### src/rtl/hallway_column_drawer.sv
// Column drawer: streams one vertical column of pixels (rows 0..HEIGHT-1) with
// colours derived from two tracer rows, honouring a ready/valid pixel handshake.
module hallway_column_drawer #(
   parameter int                X_W         = 8,
   parameter int                Y_W         = 7,
   parameter int                HEIGHT      = 120,
   parameter int                COL_W       = 3,
   parameter logic [COL_W-1:0]  WALL_COLOUR = '1,
   parameter logic [COL_W-1:0]  BG_COLOUR   = '0
) (
   input  logic              clock,
   input  logic              reset,
   input  logic              start,
   input  logic [1:0]        mode,
   input  logic [X_W-1:0]    columnSpecifier,
   input  logic [Y_W-1:0]    upperTracerPos,
   input  logic [Y_W-1:0]    lowerTracerPos,
   input  logic              pixelReady,
   output logic [X_W-1:0]    x,
   output logic [Y_W-1:0]    y,
   output logic [COL_W-1:0]  colour,
   output logic              writeEn,
   output logic              done
);

   typedef enum logic {IDLE, DRAW} state_t;

   localparam int unsigned     LAST_I   = HEIGHT - 1;
   localparam logic [Y_W-1:0]  LAST_ROW = LAST_I[Y_W-1:0];

   state_t            state;
   logic [1:0]        mode_q;
   logic [X_W-1:0]    col_q;
   logic [Y_W-1:0]    upper_q;
   logic [Y_W-1:0]    lower_q;
   logic [Y_W-1:0]    row;
   logic [Y_W-1:0]    next_row;
   logic [COL_W-1:0]  next_colour;
   logic              wall;

   // The first DRAW cycle presents row 0; afterwards each accepted pixel moves on.
   always_comb begin
      next_row = writeEn ? row + Y_W'(1) : row;
      wall     = 1'b0;
      case (mode_q)
         2'b00:   wall = (next_row == upper_q) || (next_row == lower_q);
         2'b01:   wall = (next_row <= upper_q) || (next_row >= lower_q);
         default: wall = 1'b0;
      endcase
      next_colour = wall ? WALL_COLOUR : BG_COLOUR;
   end

   always_ff @(posedge clock) begin
      if (reset) begin
         state   <= IDLE;
         mode_q  <= '0;
         col_q   <= '0;
         upper_q <= '0;
         lower_q <= '0;
         row     <= '0;
         x       <= '0;
         y       <= '0;
         colour  <= '0;
         writeEn <= 1'b0;
         done    <= 1'b1;
      end else begin
         case (state)
            IDLE: begin
               if (start) begin
                  mode_q  <= mode;
                  col_q   <= columnSpecifier;
                  upper_q <= upperTracerPos;
                  lower_q <= lowerTracerPos;
                  row     <= '0;
                  done    <= 1'b0;
                  state   <= DRAW;
               end
            end
            DRAW: begin
               if (!writeEn || pixelReady) begin
                  if (writeEn && row == LAST_ROW) begin
                     state   <= IDLE;
                     row     <= '0;
                     x       <= '0;
                     y       <= '0;
                     colour  <= '0;
                     writeEn <= 1'b0;
                     done    <= 1'b1;
                  end else begin
                     row     <= next_row;
                     x       <= col_q;
                     y       <= next_row;
                     colour  <= next_colour;
                     writeEn <= 1'b1;
                  end
               end
            end
            default: state <= IDLE;
         endcase
      end
   end

endmodule

### config.mk
export PLATFORM = sky130hd
export DESIGN_NAME = hallway_column_drawer
export DESIGN_NICKNAME = d
export VERILOG_FILES = /design/src/rtl/hallway_column_drawer.sv
export SDC_FILE = /design/constraint.sdc
export NUM_CORES = 1
export LEC_CHECK = 0
export ABC_AREA = 1
export CORE_ASPECT_RATIO = 1.75
export CORE_MARGIN = 8
export CORE_UTILIZATION = 54
export CTS_CLUSTER_DIAMETER = 100
export DETAILED_ROUTE_END_ITERATION = 6
export GPL_ROUTABILITY_DRIVEN = 0
export GPL_TIMING_DRIVEN = 0
export PLACE_DENSITY_LB_ADDON = 0.2
export SLEW_MARGIN = 30
export SYNTH_ARGS = -nofsm -noshare
export SYNTH_HDL_FRONTEND = slang
export SYNTH_SLANG_ARGS = --single-unit
### constraint.sdc
create_clock -name clock -period 5.6 [get_ports clock]
set_input_delay 0.56 -clock clock [delete_from_list [all_inputs] [get_ports clock]]
set_output_delay 0.56 -clock clock [all_outputs]
set_load 0.1 [all_outputs]
==> run metrics <==
run status=finished clean; skew final=0.00625 ns; Synth Net Count=355; Rel. slew slack=34.0%; met3 usage=4.28%; number of DRC markers in iteration 0=81; final period utilization=44.7%; n_diodes=0; Buffers on Ports=47; Max Transition Viols Final=0; ys async rst share=0%; TritonRoute pass-1 iters=4; PostCTS Resize Cnt=0; # Post-CTS Setup Buffers=0; CTS Buffer Depth=2; HPWL after DPL=4.15 mm; vias per cell=5.11; total chip power=762 uW; Yosys reg bits=50; sequential element share of the synthesized area=43.4%; vias=2125; layer with the highest usage=met2; total track usage=17.1%; most common cell after layout, fill and taps aside=nand2_1; Sink Count=50; final hold vios=0; endpoints failing setup=0; setup ws final=3.10 ns; remaining global-route overflow=0; power per cell area=260 nW/um2; CTS Root Cell=clkbuf_8; worst hold margin=0.463 ns; gate count of the mapped netlist=312; H-tree depth=2; hold crit path type=flip-flop to flip-flop; Primary FF master, synth=dfxtp_1; final core occ=71.3%; Routed WL=5.36 mm; Worst-path clk slew=0.10 ns; Synth Warn #=0; # IOs=48; CP Max Fanout=4; first-pass GRT wire length=9.12 mm; met2 usage=30.5%; # DRC=0; layout cells sized above 1=7.63%; Core Box Area=4110 um2; distinct cell type count after synthesis=21; full die area=6700 um2; initial antenna violation count=0; CP required=5.04 ns; area share of the largest cell type after synthesis=43.4%; P_leak=0.00128 uW; Post-synth EDFFs=0; most frequent cells in the layout=nand2_1 (67), dfxtp_1 (50), clkdlybuf4s50_1 (47), inv_1 (40), nor2_1 (39); # rows=31; Final min period=2.50 ns; Avg Cell Area, Syn=7.39 um2; Horiz. Die Dim=65.4 um; Worst EP arrival=1.94 ns; Die Ht=102 um; Post-CTS Hold Buffers=0; cts bufs inserted=5; DR WL/cell=12.9 um; Setup TNS=0 ns; Worst Setup Start Kind=flip-flop; met1 usage=18.1%; Synth-to-Final Area Change=27.1%; ranking of synthesized cells by area=dfxtp_1 (43%), nand2_1 (11%), a21oi_1 (8.3%); total of max-cap violations=0; CTS tree=yes; kind of critical path=flip-flop to primary output; Nets=409; RSZ-0062 raised after global routing=no; post-place setup slack=3.31 ns; Worst Tran Pin Value=0.987 ns; max frequency=399 MHz; ANT nets after route=0; largest net degree at the start of global routing=18; largest area contributor in the netlist=dfxtp_1; CP endpoint kind=primary output; synthesized cell area=2300 um2; worst ir drop on vdd=0.000207 V; worst-skew pair later-pin latency=0.31 ns; vias in the first global route=2141; Initial Util=56.1%
critical path, cell delays in order (launching register included):
cell	delay (ns)
dfxtp_1	0.38
buf_4	0.12
clkdlybuf4s50_1	1.13
stage by stage:
stage	area, um2	instances
detailed placement	2840	408
global route	2930	416
floorplan	2300	312
finish	2930	416
global placement	2840	408
CTS	2930	416
Yosys cell counts (2+ instances only):
cell,number
a21oi_1,38
a21oi_2,2
buf_2,4
buf_4,2
buf_6,2
clkbuf_1,6
dfxtp_1,50
ha_1,15
inv_1,40
inv_2,2
nand2_1,67
nand2_2,3
nand3_1,6
nand4_1,2
nor2_1,39
nor2_2,2
o21ai_0,26
xor2_1,3
flip-flops by register name (all words and copies together), names as in the netlist:
signal and count:
col_q 8, x 8, lower_q 7, row 7, upper_q 7, y 7
mode_q 2, colour 1, done 1, state 1, writeEn 1
power breakdown:
part	internal, uW	switching, uW	total (uW)	leakage, uW
clock network	90.4	132	222	0.0000447
logic	55.0	102	157	0.000826
registers	374	8.46	383	0.000410
total	520	242	762	0.00128
final cells by class:
cell class,instances,area (um2)
fill,383,1180
multi-input combinational,206,1070
sequential,50,1000
timing repair buffer,47,470
inverter,42,158
buffer,14,80.1
clock buffer,5,68.8
tap,49,61.3
clock inverter,3,25.0
path summary, 6_finish.rpt:
check / from / endpoint / slack (ns) / depth (start not counted)
worst max-delay path: colour[1] / colour[1] / 3.10 / 2
worst min-delay path: done / done / 0.46 / 2
worst max register to register: row[0] / colour[1] / 3.31 / 14
worst min register to register: done / done / 0.46 / 2
cell families after synthesis:
kind of cell,share of synthesized area (%)
AND/OR/NAND/NOR,20.9
adder cells (fa/ha/maj),8.14
buffers and inverters,10.3
flip-flops,43.4
AO/OA/AOI/OAI,15.4
XOR/XNOR,1.85
per-layer routing:
metal	up-vias	wire, um
li1	1086	-
met1	978	2210
met2	51	2820
met3	10	218
met4	0	106
met5	-	0
Note: power is estimated with default switching activity, not from simulation.
